### config.mk
export PLATFORM = sky130hd
export DESIGN_NAME = myo_spi_responder_flat
export DESIGN_NICKNAME = d
export VERILOG_FILES = /design/src/rtl/myo_spi_pkg.sv /design/src/rtl/myo_spi_responder_if.sv /design/src/rtl/myo_spi_sync.sv /design/src/rtl/myo_spi_responder.sv /design/src/flat_wrapper.sv
export SDC_FILE = /design/constraint.sdc
export NUM_CORES = 1
export LEC_CHECK = 0
export ABC_AREA = 1
export ABC_CLOCK_PERIOD_IN_PS = 10050
export CAP_MARGIN = 25
export CORE_MARGIN = 5
export CORE_UTILIZATION = 50
export DETAILED_ROUTE_END_ITERATION = 6
export PLACE_DENSITY = 0.71
export REMOVE_ABC_BUFFERS = 1
export SYNTH_ARGS = -nofsm -noshare
export SYNTH_HDL_FRONTEND = slang
export SYNTH_SLANG_ARGS = --single-unit
export TNS_END_PERCENT = 50
### constraint.sdc
create_clock -name clk -period 10.05 [get_ports clk]
set_clock_uncertainty 0.15 [all_clocks]
set_input_delay 1.005 -clock clk [delete_from_list [all_inputs] [get_ports clk]]
set_output_delay 1.005 -clock clk [all_outputs]
set_load 0.01 [all_outputs]
### src/rtl/myo_spi_pkg.sv
// Shared constants and FSM state type for the myocontrol SPI responder.
package myo_spi_pkg;

  localparam int unsigned DEFAULT_WORD_W    = 16;
  localparam int unsigned DEFAULT_NUM_WORDS = 12;
  localparam int unsigned SYNC_STAGES       = 2;

  typedef enum logic [1:0] {
    StIdle,
    StShift,
    StDone
  } spi_state_e;

endpackage

### src/rtl/myo_spi_responder_if.sv
// SPI pin bundle between the fabric-side master and the motor-board responder.
interface myo_spi_responder_if;

  logic ss_n;
  logic sck;
  logic mosi;
  logic miso;
  logic miso_oe;

  modport master (
    output ss_n,
    output sck,
    output mosi,
    input  miso,
    input  miso_oe
  );

  modport slave (
    input  ss_n,
    input  sck,
    input  mosi,
    output miso,
    output miso_oe
  );

endinterface

### src/rtl/myo_spi_sync.sv
// Single-bit synchronizer for an asynchronous pin, followed by an edge register that
// produces one-cycle rise/fall pulses aligned with the synchronized level.
module myo_spi_sync
  import myo_spi_pkg::*;
(
  input  logic clk,
  input  logic reset,
  input  logic d_i,
  output logic level_o,
  output logic rise_o,
  output logic fall_o
);

  logic [SYNC_STAGES-1:0] sync_q;
  logic                   edge_q;

  // Clearing to 0 means a pin held low through reset never produces a fall pulse until
  // it has first been seen high.
  always_ff @(posedge clk) begin
    if (reset) begin
      sync_q <= '0;
      edge_q <= 1'b0;
    end else begin
      sync_q <= {sync_q[SYNC_STAGES-2:0], d_i};
      edge_q <= sync_q[SYNC_STAGES-1];
    end
  end

  assign level_o = sync_q[SYNC_STAGES-1];
  assign rise_o  = level_o & ~edge_q;
  assign fall_o  = ~level_o & edge_q;

endmodule

### src/rtl/myo_spi_responder.sv
// SPI mode-0 slave standing in for a myocontrol motor board: returns a frame of status words
// and captures command words. Define MYO_SPI_RESP_CHECKSUM_EN for a last-word sum check.
module myo_spi_responder
  import myo_spi_pkg::*;
#(
  parameter int unsigned WORD_W    = DEFAULT_WORD_W,
  parameter int unsigned NUM_WORDS = DEFAULT_NUM_WORDS
) (
  input  logic                        clk,
  input  logic                        reset,
  myo_spi_responder_if.slave          spi,
  input  logic [NUM_WORDS*WORD_W-1:0] tx_data,
  output logic [NUM_WORDS*WORD_W-1:0] rx_data,
  output logic                        rx_valid,
  output logic                        rx_err,
  output logic                        busy
);

  localparam int unsigned BitCntW  = $clog2(WORD_W);
  localparam int unsigned WordCntW = $clog2(NUM_WORDS + 1);
  localparam logic [BitCntW-1:0]  BitLast   = BitCntW'(WORD_W - 1);
  localparam logic [WordCntW-1:0] WordsFull = WordCntW'(NUM_WORDS);

  logic ss_rise, ss_fall, ss_level_unused;
  logic sck_rise, sck_fall, sck_level_unused;
  logic mosi_s, mosi_rise_unused, mosi_fall_unused;

  myo_spi_sync u_sync_ss (
    .clk     (clk),
    .reset   (reset),
    .d_i     (spi.ss_n),
    .level_o (ss_level_unused),
    .rise_o  (ss_rise),
    .fall_o  (ss_fall)
  );

  myo_spi_sync u_sync_sck (
    .clk     (clk),
    .reset   (reset),
    .d_i     (spi.sck),
    .level_o (sck_level_unused),
    .rise_o  (sck_rise),
    .fall_o  (sck_fall)
  );

  myo_spi_sync u_sync_mosi (
    .clk     (clk),
    .reset   (reset),
    .d_i     (spi.mosi),
    .level_o (mosi_s),
    .rise_o  (mosi_rise_unused),
    .fall_o  (mosi_fall_unused)
  );

  spi_state_e           state_q;
  logic [BitCntW-1:0]   bit_cnt_q;
  logic [WordCntW-1:0]  word_cnt_q;
  logic                 overrun_q;
  logic                 pending_q;
  logic [WORD_W-1:0]    tx_shift_q;
  logic [WORD_W-1:0]    rx_shift_q;
  logic [WORD_W-1:0]    tx_buf_q [NUM_WORDS];
  logic [WORD_W-1:0]    rx_buf_q [NUM_WORDS];
  logic                 miso_q;
  logic                 miso_oe_q;
  logic                 busy_q;
  logic                 rx_valid_q;
  logic                 rx_err_q;
  logic [NUM_WORDS*WORD_W-1:0] rx_data_q;

  logic [WORD_W-1:0]           tx_words [NUM_WORDS];
  logic [NUM_WORDS*WORD_W-1:0] rx_buf_flat;
  logic [WORD_W-1:0]           rx_word_in;
  logic                        csum_ok;
  logic                        frame_good;

`ifdef MYO_SPI_RESP_CHECKSUM_EN
  logic [WORD_W-1:0] tx_sum;
  logic [WORD_W-1:0] rx_sum;

  // Outgoing last word is replaced by the running sum of the preceding status words.
  always_comb begin
    tx_sum = '0;
    for (int k = 0; k < NUM_WORDS - 1; k++) begin
      tx_sum = tx_sum + tx_data[k*WORD_W +: WORD_W];
    end
    for (int k = 0; k < NUM_WORDS; k++) begin
      tx_words[k] = tx_data[k*WORD_W +: WORD_W];
    end
    tx_words[NUM_WORDS-1] = tx_sum;
  end

  always_comb begin
    rx_sum = '0;
    for (int k = 0; k < NUM_WORDS - 1; k++) begin
      rx_sum = rx_sum + rx_buf_q[k];
    end
  end

  assign csum_ok = (rx_sum == rx_buf_q[NUM_WORDS-1]);
`else
  always_comb begin
    for (int k = 0; k < NUM_WORDS; k++) begin
      tx_words[k] = tx_data[k*WORD_W +: WORD_W];
    end
  end

  assign csum_ok = 1'b1;
`endif

  always_comb begin
    rx_buf_flat = '0;
    for (int k = 0; k < NUM_WORDS; k++) begin
      rx_buf_flat[k*WORD_W +: WORD_W] = rx_buf_q[k];
    end
  end

  assign rx_word_in = {rx_shift_q[WORD_W-2:0], mosi_s};
  assign frame_good = (word_cnt_q == WordsFull) && (bit_cnt_q == '0) && !overrun_q && csum_ok;

  always_ff @(posedge clk) begin
    if (reset) begin
      state_q    <= StIdle;
      bit_cnt_q  <= '0;
      word_cnt_q <= '0;
      overrun_q  <= 1'b0;
      pending_q  <= 1'b0;
      tx_shift_q <= '0;
      rx_shift_q <= '0;
      miso_q     <= 1'b0;
      miso_oe_q  <= 1'b0;
      busy_q     <= 1'b0;
      rx_valid_q <= 1'b0;
      rx_err_q   <= 1'b0;
      rx_data_q  <= '0;
      for (int k = 0; k < NUM_WORDS; k++) begin
        tx_buf_q[k] <= '0;
        rx_buf_q[k] <= '0;
      end
    end else begin
      rx_valid_q <= 1'b0;
      rx_err_q   <= 1'b0;

      unique case (state_q)
        StIdle: begin
          if (ss_fall || pending_q) begin
            state_q    <= StShift;
            pending_q  <= 1'b0;
            bit_cnt_q  <= '0;
            word_cnt_q <= '0;
            overrun_q  <= 1'b0;
            busy_q     <= 1'b1;
            miso_oe_q  <= 1'b1;
            for (int k = 0; k < NUM_WORDS; k++) begin
              tx_buf_q[k] <= tx_words[k];
            end
            miso_q     <= tx_words[0][WORD_W-1];
            tx_shift_q <= {tx_words[0][WORD_W-2:0], 1'b0};
          end
        end

        StShift: begin
          if (ss_rise) begin
            state_q   <= StDone;
            miso_q    <= 1'b0;
            miso_oe_q <= 1'b0;
          end else begin
            // Master samples on the rising edge; bits past the full frame are dropped.
            if (sck_rise) begin
              if (word_cnt_q == WordsFull) begin
                overrun_q <= 1'b1;
              end else begin
                rx_shift_q <= rx_word_in;
                if (bit_cnt_q == BitLast) begin
                  bit_cnt_q            <= '0;
                  rx_buf_q[word_cnt_q] <= rx_word_in;
                  word_cnt_q           <= word_cnt_q + 1'b1;
                end else begin
                  bit_cnt_q <= bit_cnt_q + 1'b1;
                end
              end
            end
            if (sck_fall) begin
              if (word_cnt_q == WordsFull) begin
                miso_q <= 1'b0;
              end else if (bit_cnt_q == '0) begin
                miso_q     <= tx_buf_q[word_cnt_q][WORD_W-1];
                tx_shift_q <= {tx_buf_q[word_cnt_q][WORD_W-2:0], 1'b0};
              end else begin
                miso_q     <= tx_shift_q[WORD_W-1];
                tx_shift_q <= {tx_shift_q[WORD_W-2:0], 1'b0};
              end
            end
          end
        end

        StDone: begin
          state_q <= StIdle;
          busy_q  <= 1'b0;
          // A new select arriving during this cycle starts the next frame right after.
          if (ss_fall) begin
            pending_q <= 1'b1;
          end
          if (frame_good) begin
            rx_data_q  <= rx_buf_flat;
            rx_valid_q <= 1'b1;
          end else begin
            rx_err_q <= 1'b1;
          end
        end

        default: state_q <= StIdle;
      endcase
    end
  end

  assign spi.miso    = miso_q;
  assign spi.miso_oe = miso_oe_q;
  assign busy        = busy_q;
  assign rx_valid    = rx_valid_q;
  assign rx_err      = rx_err_q;
  assign rx_data     = rx_data_q;

endmodule

### src/flat_wrapper.sv
// flat-port wrapper written by rule: the top's interface ports become plain ports
module myo_spi_responder_flat import myo_spi_pkg::*;
#(
  parameter int unsigned WORD_W    = DEFAULT_WORD_W,
  parameter int unsigned NUM_WORDS = DEFAULT_NUM_WORDS
)
  (clk, reset, tx_data, rx_data, rx_valid, rx_err, busy, spi_ss_n, spi_sck, spi_mosi, spi_miso, spi_miso_oe);
  myo_spi_responder_if spi_i ();
  input  logic clk;
  input  logic reset;
  input  logic [NUM_WORDS*WORD_W-1:0] tx_data;
  output logic [NUM_WORDS*WORD_W-1:0] rx_data;
  output logic rx_valid;
  output logic rx_err;
  output logic busy;
  input wire logic [$bits(spi_i.ss_n)-1:0] spi_ss_n;
  input wire logic [$bits(spi_i.sck)-1:0] spi_sck;
  input wire logic [$bits(spi_i.mosi)-1:0] spi_mosi;
  output wire logic [$bits(spi_i.miso)-1:0] spi_miso;
  output wire logic [$bits(spi_i.miso_oe)-1:0] spi_miso_oe;
  assign spi_i.ss_n = spi_ss_n;
  assign spi_i.sck = spi_sck;
  assign spi_i.mosi = spi_mosi;
  assign spi_miso = spi_i.miso;
  assign spi_miso_oe = spi_i.miso_oe;
  myo_spi_responder #(.WORD_W(WORD_W), .NUM_WORDS(NUM_WORDS)) u_core (.clk(clk), .reset(reset), .spi(spi_i), .tx_data(tx_data), .rx_data(rx_data), .rx_valid(rx_valid), .rx_err(rx_err), .busy(busy));
endmodule
==> run_summary.xml <==
<?xml version="1.0" encoding="UTF-8"?>
<metrics>
  <group name="synthesis">
    <metric name="synth.avg_cell_area" unit="µm²">9.59</metric>
    <metric name="synth_sequential_area_ratio" unit="">0.645</metric>
    <metric name="yosys_warnings" unit="">0</metric>
    <metric name="synth_seq_cells" unit="">635</metric>
    <metric name="yosys.cell_types.count" unit="">31</metric>
    <metric name="netlist_instances" unit="">2675</metric>
    <metric name="post_synth_instance_area" unit="µm²">25700</metric>
  </group>
  <group name="timing">
    <metric name="setup_tns" unit="ns">0</metric>
    <metric name="setup_viol_count_final" unit="">0</metric>
    <metric name="drv_slew" unit="">0</metric>
    <metric name="layout_setup_ws" unit="ns">6.21</metric>
    <metric name="fin_crit" unit="ns">3.84</metric>
    <metric name="timing.max_slew.rel_slack" unit="">0.307</metric>
    <metric name="timing.final.crit_share" unit="">0.382</metric>
    <metric name="rsz0062_at_grt" unit="">no</metric>
    <metric name="hold_violations" unit="">0</metric>
    <metric name="timing.fmax" unit="MHz">260</metric>
    <metric name="worst_pin_slew" unit="ns">1.04</metric>
  </group>
  <group name="drt">
    <metric name="drt_antenna_net_count" unit="">0</metric>
    <metric name="drc_errors" unit="">0</metric>
    <metric name="initialDrtViolationCount" unit="">1633</metric>
    <metric name="wl_per_cell" unit="µm">17.5</metric>
    <metric name="first_pass_iters" unit="">6</metric>
    <metric name="via_to_cell_ratio" unit="">5.05</metric>
    <metric name="postRouteWirelength" unit="mm">65.0</metric>
    <metric name="vias" unit="">18700</metric>
  </group>
  <group name="clock_network">
    <metric name="cts_resized" unit="">0</metric>
    <metric name="clock-root-buffer" unit="">sky130_fd_sc_hd__clkbuf_16</metric>
    <metric name="postCtsSetupBuffers" unit="">0</metric>
    <metric name="cts-htree-levels" unit="">2</metric>
    <metric name="cts_tree" unit="">yes</metric>
    <metric name="clkSlewWorstSetupHoldPaths" unit="ns">0.06</metric>
    <metric name="maximum_count_of_clock_buffers_along_a_single_path" unit="">3</metric>
    <metric name="cts_inserted_buffers" unit="">61</metric>
    <metric name="clock-sinks" unit="">635</metric>
    <metric name="post_cts_hold_buffer_count" unit="">0</metric>
    <metric name="clkLatencyLatePin" unit="ns">0.64</metric>
  </group>
  <group name="setup_path">
    <metric name="timing.critical_path.to_type" unit="">flip-flop</metric>
    <metric name="timing_worst_setup_path_type" unit="">flip-flop to flip-flop</metric>
    <metric name="startpoint_kind_of_the_worst_setup_timing_path" unit="">flip-flop</metric>
    <metric name="r2r_cells" unit="">9</metric>
    <metric name="cp.arrival" unit="ns">4.26</metric>
    <metric name="cp_data_required_time" unit="ns">10.47</metric>
    <metric name="timing.critical_path.fanout_max" unit="">99</metric>
  </group>
  <group name="placed_design">
    <metric name="preCtsSetupSlack" unit="ns">5.76</metric>
    <metric name="placement.io_buffers" unit="">393</metric>
    <metric name="post-dp-hpwl" unit="mm">43.3</metric>
    <metric name="gp_weighted_congestion" unit="">0.826</metric>
  </group>
  <group name="layout">
    <metric name="most-common-layout-cells" unit="">482 x sky130_fd_sc_hd__inv_1, 392 x sky130_fd_sc_hd__clkdlybuf4s50_1, 390 x sky130_fd_sc_hd__nor2_1</metric>
    <metric name="nFillCells" unit="">4235</metric>
    <metric name="syn_to_final_growth" unit="%">23.9</metric>
    <metric name="layout_commonest_cell" unit="">sky130_fd_sc_hd__inv_1</metric>
    <metric name="final_layout_net_count" unit="">3180</metric>
    <metric name="drive_above_1_share" unit="">0.0749</metric>
  </group>
  <group name="power_and_ir_drop">
    <metric name="static_leakage" unit="nW">12.0</metric>
    <metric name="ir_worst_vdd" unit="mV">0.150</metric>
    <metric name="power.density" unit="nW/µm²">168</metric>
  </group>
  <group name="floorplanning">
    <metric name="initial_core_util" unit="">0.502</metric>
    <metric name="top_level_ports" unit="">394</metric>
    <metric name="placementRows" unit="">83</metric>
    <metric name="design.core.area" unit="µm²">51100</metric>
    <metric name="die_height" unit="µm">237</metric>
    <metric name="floorplan.die_area" unit="µm²">56000</metric>
    <metric name="die_width" unit="µm">237</metric>
  </group>
  <group name="global_route">
    <metric name="number_of_antenna_violations_at_the_first_check_in_global_routing" unit="">1</metric>
    <metric name="grt_pass1_vias" unit="">18400</metric>
    <metric name="grt_max_degree" unit="">136</metric>
    <metric name="grt_overflow" unit="">0</metric>
    <metric name="globalRouteTotalUtil" unit="">0.225</metric>
    <metric name="grt_pass1_wl" unit="mm">100</metric>
  </group>
  <group name="worst_hold_path">
    <metric name="hold_path_depth" unit="">2</metric>
    <metric name="timing.hold.worst.class" unit="">flip-flop to flip-flop</metric>
  </group>
  <group name="run">
    <metric name="drv_cap" unit="">0</metric>
  </group>
  <group name="run_status">
    <metric name="status" unit="">finished clean</metric>
  </group>
</metrics>
-- cell usage after synthesis --
cell / number / share of area
sky130_fd_sc_hd__xor2_1: 2 / 0.00068
sky130_fd_sc_hd__nand2_4: 1 / 0.00044
sky130_fd_sc_hd__clkinv_1: 2 / 0.00029
sky130_fd_sc_hd__clkbuf_1: 143 / 0.021
sky130_fd_sc_hd__nor2_2: 90 / 0.022
sky130_fd_sc_hd__buf_6: 10 / 0.0044
sky130_fd_sc_hd__nand3_1: 133 / 0.026
sky130_fd_sc_hd__o21a_1: 1 / 0.00029
sky130_fd_sc_hd__or2_2: 1 / 0.00024
sky130_fd_sc_hd__nor3_4: 1 / 0.00063
sky130_fd_sc_hd__o211ai_1: 14 / 0.0041
sky130_fd_sc_hd__nand4_1: 1 / 0.00024
sky130_fd_sc_hd__ha_1: 6 / 0.0029
sky130_fd_sc_hd__o22ai_1: 2 / 0.00049
sky130_fd_sc_hd__inv_1: 483 / 0.071
sky130_fd_sc_hd__nand3_2: 3 / 0.0012
sky130_fd_sc_hd__nor2_8: 1 / 0.00078
sky130_fd_sc_hd__dfxtp_1: 251 / 0.20
sky130_fd_sc_hd__buf_2: 8 / 0.0016
sky130_fd_sc_hd__o21ai_0: 246 / 0.048
sky130_fd_sc_hd__a21oi_1: 248 / 0.048
sky130_fd_sc_hd__nor2_1: 391 / 0.057
sky130_fd_sc_hd__a41oi_1: 1 / 0.00034
sky130_fd_sc_hd__nor3_1: 5 / 0.00097
sky130_fd_sc_hd__nand2_1: 227 / 0.033
sky130_fd_sc_hd__edfxtp_1: 384 / 0.45
sky130_fd_sc_hd__buf_12: 1 / 0.00078
sky130_fd_sc_hd__nand3_4: 10 / 0.0068
sky130_fd_sc_hd__buf_1: 5 / 0.00073
sky130_fd_sc_hd__inv_2: 3 / 0.00044
sky130_fd_sc_hd__nor2_4: 1 / 0.00044
-- stage by stage --
step	power, W	instance area (µm²)	utilization	cells	hold slack (ns)
after floorplan	0.00305	24900	-	2508	0.238
after global placement	0.00319	29800	0.584	3594	0.254
after detailed placement	0.00319	29800	0.584	3594	0.253
after CTS	0.00538	31800	0.622	3710	0.261
after global routing	0.00552	31800	0.623	3711	0.294
final	0.00535	31800	0.623	3711	0.259
-- worst paths after layout --
| kind | startpoint | end | slack (ns) |
|---|---|---|---|
| max | u_core.word_cnt_q[0] | rx_data[61] | 6.21 |
| min | u_core.u_sync_sck.sync_q[0] | u_core.u_sync_sck.sync_q[1] | 0.26 |
| max reg2reg | u_core.word_cnt_q[0] | rx_data[61] | 6.21 |
| min reg2reg | u_core.u_sync_sck.sync_q[0] | u_core.u_sync_sck.sync_q[1] | 0.26 |
-- metal layers --
layer,up-vias,track usage,share of wire
met5,-,0,0
met4,0,0.0736,0.032
met3,122,0.0415,0.075
met2,759,0.382,0.49
met1,8694,0.293,0.41
li1,9150,-,-
-- sequential cells by signal, indices dropped and copies added (netlist names), 4 cells and up, named ones only --
name / flops
u_core.word_cnt_q: 4
u_core.rx_buf_q: 192
u_core.rx_shift_q: 15
u_core.bit_cnt_q: 4
u_core.tx_buf_q: 192
rx_data: 192
u_core.tx_shift_q: 15
-- final cells by class --
cell class | instances | area (µm²) | share of cell area
clock buffer | 88 | 1770 | 0.0556
inverter | 488 | 1840 | 0.0577
antenna | 1 | 2.50 | 0.0000787
multi-input combinational | 1385 | 6570 | 0.207
sequential | 635 | 16600 | 0.521
clock inverter | 28 | 186 | 0.00586
tap | 680 | 851 | 0.0267
timing repair buffer | 406 | 4030 | 0.127
-- worst max-delay path, cell delays in order (launching register included) --
cell	delay, ns
sky130_fd_sc_hd__dfxtp_1	0.40
sky130_fd_sc_hd__inv_1	0.11
sky130_fd_sc_hd__ha_1	0.33
sky130_fd_sc_hd__nand3_1	0.21
sky130_fd_sc_hd__nor2_1	0.11
sky130_fd_sc_hd__nand3_4	0.53
sky130_fd_sc_hd__buf_4	0.73
sky130_fd_sc_hd__buf_4	0.78
sky130_fd_sc_hd__o21ai_0	0.18
sky130_fd_sc_hd__a21oi_1	0.18
-- cells by family after synthesis --
logic type               Yosys count  share of synthesized area
XOR/XNOR                           2                   0.000683
AO/OA/AOI/OAI                    512                      0.102
adder cells (fa/ha/maj)            6                    0.00293
buffers and inverters            655                     0.0997
AND/OR/NAND/NOR                  865                      0.150
flip-flops                       635                      0.645
-- report_power, final --
part / total, W / internal (W) / switching (W)
logic: 0.000281 / 0.000116 / 0.000166
clock network: 0.00221 / 0.00123 / 0.000982
registers: 0.00286 / 0.00283 / 0.0000256
No activity file was read; power rests on OpenSTA's default activity.
==> edit: new RTL, config.mk and constraints unchanged <==
Reset style: asynchronous (`reset`), changed in 2 clocked blocks.
--- a/src/rtl/myo_spi_sync.sv
+++ b/src/rtl/myo_spi_sync.sv
@@ -17,5 +17,5 @@
   // Clearing to 0 means a pin held low through reset never produces a fall pulse until
   // it has first been seen high.
-  always_ff @(posedge clk) begin
+  always_ff @(posedge clk or posedge reset) begin
     if (reset) begin
       sync_q <= '0;
--- a/src/rtl/myo_spi_responder.sv
+++ b/src/rtl/myo_spi_responder.sv
@@ -119,5 +119,5 @@
   assign frame_good = (word_cnt_q == WordsFull) && (bit_cnt_q == '0) && !overrun_q && csum_ok;
 
-  always_ff @(posedge clk) begin
+  always_ff @(posedge clk or posedge reset) begin
     if (reset) begin
       state_q    <= StIdle;
Behaviour: no difference found for any inputs over 4 cycles, from zero or initial values and one cycle with reset high; that may be too few to reach the edited logic, so the function may still have changed.
==> edit against the unedited design <==
- count of clock-buffer cells in the layout fell by 4
- wire length up 7.6%
- sequential cell count decreased by 4
- critical path depth up 1
- die area is 0.83% higher
- synthesized area up 0.86%
- design area is 1.9% higher
- synthesized cell count up 14%
- worst setup slack worse by 0.90 ns
- critical path type unchanged
Power is not compared: it rests on default switching activity, and its combinational part moved more than twofold at a synthesized area within 25%.
==> edit: results (changes against the unedited design) <==
- Outcome: finished, final reports clean
- Sequential element share of the synthesized area: 0.6100 (-0.03510)
- Ranking of synthesized cells by area: dfrtp_1 (61%), nand2_1 (18%), o21ai_1 (3.6%)
- Non-CTS buffers: 426 (+4.9%)
- Hold_sp: u_core.u_sync_mosi.sync_q[0]$_DFF_PP0_
- Asr flop ratio synth: 1.000 (+1.000)
- Initial antenna violation count: 0 (-1)
- Routing usage on met2: 0.4066 (+0.02426)
- Fraction of layout cells with a size suffix above 1: 0.05003 (-0.02489)
- ANT cells: 0 (-1)
- Hold depth: 0 (-2)
- CP Launch Point: u_core.word_cnt_q[1]$_DFFE_PP0P_
- Final wirelength: 69,940 um (+7.6%)
- Reg2Reg Capture Point: u_core.rx_data[2]$_DFFE_PP0P_
- Multi-input gate area: 0.008568 mm2 (+30%)
- Routed wl met2: 33,710 um (+6.5%)
- Worst stage delay on the critical path: 0.88 ns (+0.10 ns)
- Synth Flop Type: dfrtp_1
- Clock buf/inv share: 0.06545 (+0.003963)
- Layout area overhead: 25.25%
- Mapped Cells: 3,053 (+14%)
- Reg2Reg Depth: 10 (+1)
- CP arrival: 5.15 ns (+0.89 ns)
- FF+latch area: 0.01580 mm2 (-4.6%)
- Post-synth cell types: 27 (-13%)
- Vias: 21.21k (+13%)
- DR iter-0 viols: 1,818 (+11%)
- Synth top cells by count: nand2_1 (1,251), dfrtp_1 (631), inv_1 (188)
- FF-to-FF setup slack: 5.31 ns (-0.90 ns)
- Met3 Resource Use GR: 0.04328 (+0.001814)
- Clock buf count: 84 (-4.5%)
- Post-Place Cell Area: 0.03018 mm2 (+1.1%)
- Tot GR Track Use: 0.2451 (+0.02028)
- Fin nets: 3,550 (+12%)
==> edit: cell count changes in the layout (fill, tap and decap cells not counted), moves of 13 or more <==
| cell | before | now |
|---|---|---|
| o21ai_1 | 0 | 187 |
| dfrtp_1 | 0 | 629 |
| o211ai_1 | 14 | 1 |
| nor2_1 | 390 | 173 |
| nand2_1 | 226 | 1245 |
| edfxtp_1 | 384 | 0 |
| a21oi_1 | 248 | 141 |
| nand3_1 | 132 | 184 |
| dfxtp_1 | 249 | 0 |
| o21ai_0 | 246 | 53 |
| o21a_1 | 1 | 15 |
| inv_1 | 482 | 185 |
| nor2_2 | 91 | 8 |
==> edit: cell families (layout without fill, tap and decap cells) <==
logic type / after synthesis / in the layout / synth area share
and+or+nand+nor: 1626 / 1626 / 0.2464
DFF: 631 / 631 / 0.6100
AOI/OAI and AO/OA: 399 / 399 / 0.07888
buffers and inverters: 388 / 733 / 0.06085
adders and majority gates: 6 / 6 / 0.002900
xor gates and xnor gates: 3 / 3 / 0.001015
